## config.mk

```make
export PLATFORM = sky130hd
export DESIGN_NAME = data_mem_arbiter
export DESIGN_NICKNAME = d
export VERILOG_FILES = /design/src/rtl/data_mem_arbiter.sv
export SDC_FILE = /design/constraint.sdc
export NUM_CORES = 1
export LEC_CHECK = 0
export ABC_AREA = 1
export CORE_MARGIN = 4
export CORE_UTILIZATION = 40
export DETAILED_ROUTE_END_ITERATION = 10
export GPL_TIMING_DRIVEN = 1
export PLACE_DENSITY = 0.77
export SYNTH_ARGS = -nofsm -noshare
export SYNTH_HDL_FRONTEND = slang
export SYNTH_SLANG_ARGS = --single-unit
export TNS_END_PERCENT = 20
```

## constraint.sdc

```tcl
create_clock -name Clock -period 3.27 [get_ports Clock]
set_input_delay 0.654 -clock Clock [delete_from_list [all_inputs] [get_ports Clock]]
set_output_delay 0.654 -clock Clock [all_outputs]
set_load 0.02 [all_outputs]
```

## src/rtl/data_mem_arbiter.sv

```systemverilog
// Round-robin arbiter and access sequencer for the two-port, byte-addressed, big-endian data memory.
// Each grant runs IDLE -> ACCESS -> RESP, with a range check and registered read data returned on Done.
module data_mem_arbiter #(
  parameter int ADDR_WIDTH = 16,
  parameter int DATA_WIDTH = 16,
  parameter int MEM_BYTES  = 128
) (
  input  logic                  Clock,
  input  logic                  Reset,
  input  logic                  Req0,
  input  logic                  Write0,
  input  logic [ADDR_WIDTH-1:0] Addr0,
  input  logic [DATA_WIDTH-1:0] WData0,
  output logic                  Gnt0,
  output logic                  Done0,
  output logic [DATA_WIDTH-1:0] RData0,
  output logic                  Err0,
  input  logic                  Req1,
  input  logic                  Write1,
  input  logic [ADDR_WIDTH-1:0] Addr1,
  input  logic [DATA_WIDTH-1:0] WData1,
  output logic                  Gnt1,
  output logic                  Done1,
  output logic [DATA_WIDTH-1:0] RData1,
  output logic                  Err1,
  output logic [ADDR_WIDTH-1:0] MemAddress,
  output logic [DATA_WIDTH-1:0] MemWriteData,
  output logic                  MemWrite,
  output logic                  MemRead,
  input  logic [DATA_WIDTH-1:0] MemReadData
);

  typedef enum logic [1:0] {Idle, Access, Resp} stateT;

  localparam logic [ADDR_WIDTH-1:0] MaxAddr = ADDR_WIDTH'(MEM_BYTES - 2);

  stateT                 state;
  logic                  lastPort;
  logic                  latPort;
  logic                  latWrite;
  logic                  latIllegal;
  logic                  pick1;
  logic                  pickWrite;
  logic                  pickIllegal;
  logic [ADDR_WIDTH-1:0] pickAddr;
  logic [DATA_WIDTH-1:0] pickWData;

  // lastPort remembers the most recent grant; on contention the other port wins.
  always_comb begin
    pick1       = Req1 && (!Req0 || !lastPort);
    pickWrite   = pick1 ? Write1 : Write0;
    pickAddr    = pick1 ? Addr1  : Addr0;
    pickWData   = pick1 ? WData1 : WData0;
    pickIllegal = (pickAddr > MaxAddr);
  end

  // The Mem* output registers double as the latched address/data for the ACCESS cycle.
  always_ff @(posedge Clock or posedge Reset) begin
    if (Reset) begin
      state        <= Idle;
      lastPort     <= 1'b1;
      latPort      <= 1'b0;
      latWrite     <= 1'b0;
      latIllegal   <= 1'b0;
      Gnt0         <= 1'b0;
      Gnt1         <= 1'b0;
      Done0        <= 1'b0;
      Done1        <= 1'b0;
      Err0         <= 1'b0;
      Err1         <= 1'b0;
      RData0       <= '0;
      RData1       <= '0;
      MemAddress   <= '0;
      MemWriteData <= '0;
      MemWrite     <= 1'b0;
      MemRead      <= 1'b0;
    end else begin
      Gnt0  <= 1'b0;
      Gnt1  <= 1'b0;
      Done0 <= 1'b0;
      Done1 <= 1'b0;
      Err0  <= 1'b0;
      Err1  <= 1'b0;
      case (state)
        Idle: begin
          if (Req0 || Req1) begin
            latPort      <= pick1;
            lastPort     <= pick1;
            latWrite     <= pickWrite;
            latIllegal   <= pickIllegal;
            Gnt0         <= !pick1;
            Gnt1         <= pick1;
            MemAddress   <= pickAddr;
            MemWriteData <= pickWData;
            MemWrite     <= pickWrite && !pickIllegal;
            MemRead      <= !pickWrite && !pickIllegal;
            state        <= Access;
          end
        end
        Access: begin
          MemAddress   <= '0;
          MemWriteData <= '0;
          MemWrite     <= 1'b0;
          MemRead      <= 1'b0;
          state        <= Resp;
          // Writes and out-of-range accesses return zero data.
          if (latPort) begin
            Done1  <= 1'b1;
            Err1   <= latIllegal;
            RData1 <= (latWrite || latIllegal) ? '0 : MemReadData;
          end else begin
            Done0  <= 1'b1;
            Err0   <= latIllegal;
            RData0 <= (latWrite || latIllegal) ? '0 : MemReadData;
          end
        end
        Resp: begin
          state <= Idle;
        end
        default: begin
          state <= Idle;
        end
      endcase
    end
  end

endmodule

```

==> flow_summary.toml, run 1 <==
[sta]
setup_viol = 0
min_period_ps = 2310
max_slew_margin = 0.618
tightestPinTransition_ps = 572
hold_viol = 0
rsz0062_at_grt = "no"
fin_crit_sh = 0.707
max_freq_mhz = 433
tns_ps = 0
hold_slack_ps = 459
clock_skew_ps = 9.45
slew_violations = 0

[floorplanning]
die_w_um = 101
core_area_sq_mm = 0.00830
die_h_um = 101
start_util = 0.416
die_area_sq_mm = 0.0102
rows = 33
num_io_pins = 158

[detailed_routing]
viasPerCell = 4.76
vias = 3163
ant_nets = 0
drt_first_iter_violations = 101
wl_per_cell_um = 14.1
dr.pass1.iters = 4
drc = 0
drt_wl_total_um = 9360

[synth]
synth_edf_count = 0
netlist_area_sq_mm = 0.00345
synth.ff_latch_count = 78
synth-async-reset-ratio = 1.00
synth_nets = 487
ys_types = 24
synth_ff_type = "dfrtp_1"
ys_warn_count = 0
syn-instance-count = 401
syn-mean-instance-area_sq_um = 8.61
ys_seq_area_frac = 0.565

[finish]
area_delta_synth_final_pct = 52.2
layout_commonest_cell = "nand2_1"
drive_gt1_frac = 0.0732
final_nets = 641
n_fill_cell = 708
final_cell_mix = "nand2_1, clkdlybuf4s50_1, dfrtp_1"
antenna_cells = 0

[setup_path]
worst-endpoint-required_ps = 3550
cp_data_arrival_time_ps = 2590
end_kind = "register"
worstSetupPathType = "in -> reg"
startpoint_type = "primary input"
cp_max_fo = 24

[grt]
grt_util_all_layers = 0.183
use_met3 = 0.0436
grt_pass1_vias = 3089
grt_pass1_wl_um = 14700
grt_antenna_before_repair = 0
overflow = 0
met1_usage = 0.225
top_usage_layer = "met2"
grt_max_degree = 47
use_met2 = 0.310

[placed_design]
gp_congestion = 0.825
io_buffers = 157
dp_hpwl_um = 7030

[pwr]
p_sw_frac = 0.416
p_seq_frac = 0.350
pwr-share-clk = 0.138
comb_power_share = 0.512
power_density_mw_per_mm2 = 890
irDropWorstVdd_v = 0.000337
p_leak_nw = 2.60
p_switching_mw = 1.95
p_int_mw = 2.73

[cts]
clk_latency_ps = 340
numCtsBuffers = 9
clk_pin_slew_worst_paths_ps = 70
clkSinkCount = 78
h-tree-depth = 3
cts_hold_repair.buffers = 0
cts_tree = "yes"
cts_resized = 0
cts_buffer_depth = 2
root_buffer = "clkbuf_8"
post-cts-setup-buffers = 0

[run]
drv_cap = 0

[outcome]
status = "completed"

[min_path]
hp-class = "reg -> reg"
==> area by class of cell <==
type | instances | area (sq um) | area share
Clock buffer | 11 | 141 | 0.0269
Clock inverter | 5 | 33.8 | 0.00642
Inverter | 35 | 133 | 0.0252
Multi-Input combinational cell | 272 | 1270 | 0.241
Sequential cell | 78 | 1950 | 0.371
Tap cell | 105 | 131 | 0.0250
Timing Repair Buffer | 159 | 1600 | 0.304
==> synthesized netlist by cell type (2+ instances only) <==
library cell / count / share of area
a21oi_1: 2 / 0.0029
a22oi_1: 9 / 0.020
dfrtp_1: 77 / 0.56
buf_4: 2 / 0.0043
nor2_1: 29 / 0.032
nor2_4: 4 / 0.013
nand3_1: 16 / 0.023
inv_2: 5 / 0.0054
inv_1: 30 / 0.033
buf_6: 3 / 0.0098
buf_2: 10 / 0.014
nand2_1: 176 / 0.19
a22o_1: 10 / 0.025
a22oi_2: 7 / 0.025
nand2_2: 2 / 0.0036
o21ai_1: 5 / 0.0072
o21ai_0: 7 / 0.010
==> state kept, by name (all words and copies together), names as in the netlist, 2 cells and up <==
register      count
MemAddress       16
MemWriteData     16
RData0           16
RData1           16
state             2
==> path summary, 6_finish.rpt <==
check                                      from                          end  slack [ps]  depth (start not counted)
max reg2reg                lastPort$_DFFE_PP1P_  MemWriteData[7]$_DFFE_PP0P_        1230                          6
min reg2reg                state[1]$_DFFE_PP0P_         state[1]$_DFFE_PP0P_         460                          1
min                        state[1]$_DFFE_PP0P_         state[1]$_DFFE_PP0P_         460                          1
max                                        Req0  MemWriteData[7]$_DFFE_PP0P_         960                          7
max in group asynchronous                 Reset         lastPort$_DFFE_PP1P_        1920                          3
min in group asynchronous                 Reset        RData1[0]$_DFFE_PP0P_         660                          2
==> per-layer routing <==
metal	wire, um	part of all wire
met1	3720	0.40
met2	4820	0.51
met3	704	0.075
met4	115	0.012
met5	0	0
==> critical path, stage by stage <==
cell	delay, ps
clkdlybuf4s50_1	480
nand2_1	240
nand2_2	440
inv_1	210
nor2_8	340
a22oi_1	120
nand2_1	90
==> cells by family after synthesis <==
group | count (synthesis) | share of synthesized area
DFF | 78 | 0.565
and+or+nand+nor | 232 | 0.276
AOI/OAI and AO/OA | 40 | 0.0905
buffers and inverters | 51 | 0.0677
==> power by group through the flow <==
stage,Combinational [mW],Sequential (mW),Clock [mW]
after floorplan,0.870,2.10,0
after global placement,2.37,1.64,0
after CTS,2.43,1.64,0.663
final,2.40,1.64,0.644
after detailed placement,2.43,1.65,0
after global routing,2.58,1.69,0.708
==> metrics by stage <==
stage | cell area (sq um) | total power [mW] | util | cells | setup slack, ps
2_1_floorplan | 3450 | 2.97 | - | 401 | 623
3_3_place_gp | 5080 | 4.01 | 0.613 | 649 | 631
3_5_place_dp | 5080 | 4.08 | 0.613 | 649 | 599
4_1_cts | 5260 | 4.73 | 0.634 | 665 | 968
5_1_grt | 5260 | 4.99 | 0.634 | 665 | 814
6_report | 5260 | 4.68 | 0.634 | 665 | 959
(Power assumes the default switching activity.)
==> run 2: changes to the inputs <==
- CORE_UTILIZATION: 40 -> 38
- PLACE_DENSITY: 0.77 -> 0.76
- clock period: 3.27 -> 2.05 ns (I/O delays scaled with it)
==> run 2 against run 1 <==
Effect of this change:
- hold slack got worse by 18 ps
- wire length grew 2.9%
- first-iteration DRC count is 75% higher
- critical path depth decreased by 6
- sequential share of layout area is 0.86 points lower
- utilization down 1.9 points
- global-route usage decreased by 0.27 points
- largest cell class unchanged
==> flow_summary.toml, run 2 (synthesis results as in run 1) <==
[outcome]
status = "completed"

[detailed_routing]
drt_first_iter_violations = 177
viasPerCell = 4.69
drt_wl_total_um = 9640
wl_per_cell_um = 14.2
vias = 3176
dr.pass1.iters = 4
drc = 0
ant_nets = 0

[grt]
grt_pass1_wl_um = 15100
grt_antenna_before_repair = 0
grt_max_degree = 33
overflow = 0
grt_util_all_layers = 0.180
grt_pass1_vias = 3239

[floorplanning]
die_area_sq_mm = 0.0107
core_area_sq_mm = 0.00876
start_util = 0.394
die_w_um = 103
die_h_um = 103
rows = 34
num_io_pins = 158

[finish]
area_delta_synth_final_pct = 55.8
final_cell_mix = "nand2_1, clkdlybuf4s50_1, dfrtp_1"
fin_cells = 677
antenna_cells = 0
drive_gt1_frac = 0.0879
n_fill_cell = 759
final_nets = 650
layout_commonest_cell = "nand2_1"

[run]
drv_cap = 0

[setup_path]
path_buf_inv = 1
worst-endpoint-required_ps = 1640
max_stage_delay_ps = 670
startpoint_type = "register"
slowest_stage = "clkdlybuf4s50_1"
end_kind = "output port"
path_delay_family = "buffers and inverters"
worstSetupPathType = "reg -> out"
cp_max_fo = 2
cp_data_arrival_time_ps = 1340
path_cells = "clkdlybuf4s50_1"

[sta]
slew_violations = 0
hold_slack_ps = 441
min_period_ps = 1750
setup_viol = 0
max_slew_margin = 0.600
tns_ps = 0
rsz0062_at_grt = "no"
setup_slack_ps = 296
fin_crit_sh = 0.856
max_freq_mhz = 570
clock_skew_ps = 13.8
tightestPinTransition_ps = 599
hold_viol = 0

[cts]
numCtsBuffers = 9
post-cts-setup-buffers = 0
cts_buffer_depth = 2
h-tree-depth = 3
root_buffer = "clkbuf_8"
clkSinkCount = 78
clk_latency_ps = 340
cts_hold_repair.buffers = 0
cts_resized = 0
clk_pin_slew_worst_paths_ps = 90
cts_tree = "yes"

[placed_design]
place_ws_ps = 131
dp.cells = 661
gp_congestion = 0.797
io_buffers = 157
dp_hpwl_um = 7290

[pwr]
irDropWorstVdd_v = 0.000755
power_density_mw_per_mm2 = 1420
power_mw = 7.65
p_leak_nw = 2.66

[min_path]
hp-class = "in -> async"
-- run 2: cell count changes in the layout (fill, tap and decap cells not counted), sizes merged --
cell,change
buf,+9
inv,-1
clkinv,+1
-- run 2: routing by layer --
metal,wire length [um],track usage,up-vias
met4,104,0.0747,0
met2,4810,0.287,123
met3,717,0.0436,6
li1,-,-,1576
met5,0,0,-
met1,4010,0.235,1471
-- run 2: worst paths after layout --
path                                      startpoint                     to  slack (ps)  cells past startpoint
worst max-delay path             MemRead$_DFFE_PP0P_                MemRead         300                      1
worst min-delay path                           Reset         Gnt1$_DFF_PP0_         440                      2
worst max register to register  state[1]$_DFFE_PP0P_  RData1[4]$_DFFE_PP0P_         520                      6
worst min register to register  state[1]$_DFFE_PP0P_   state[1]$_DFFE_PP0P_         450                      1
max in group asynchronous                      Reset   lastPort$_DFFE_PP1P_        1020                      3
min in group Clock              state[1]$_DFFE_PP0P_   state[1]$_DFFE_PP0P_         450                      1
-- run 2: power by group --
group          switching, mW  internal, mW  total [mW]
sequential             0.371          2.23        2.60
clock                  0.553         0.474        1.03
combinational           2.22          1.81        4.02
total                   3.14          4.51        7.65
-- run 2: cell type report --
type                    instances  area [sq um]  share of cell area
flip-flops and latches         78          1950               0.363
clock buffers                  11           141              0.0263
repair buffers                168          1720               0.319
clock inverters                 5          35.0             0.00651
multi-input cells             272          1270               0.235
well taps                     108           135              0.0251
inverters                      35           135              0.0251
-- run 2: per-stage QoR --
stage / instance area [sq um] / util
finish: 5380 / 0.614
floorplan: 3460 / -
CTS: 5380 / 0.614
global placement: 5210 / 0.594
global route: 5380 / 0.614
detailed placement: 5210 / 0.594
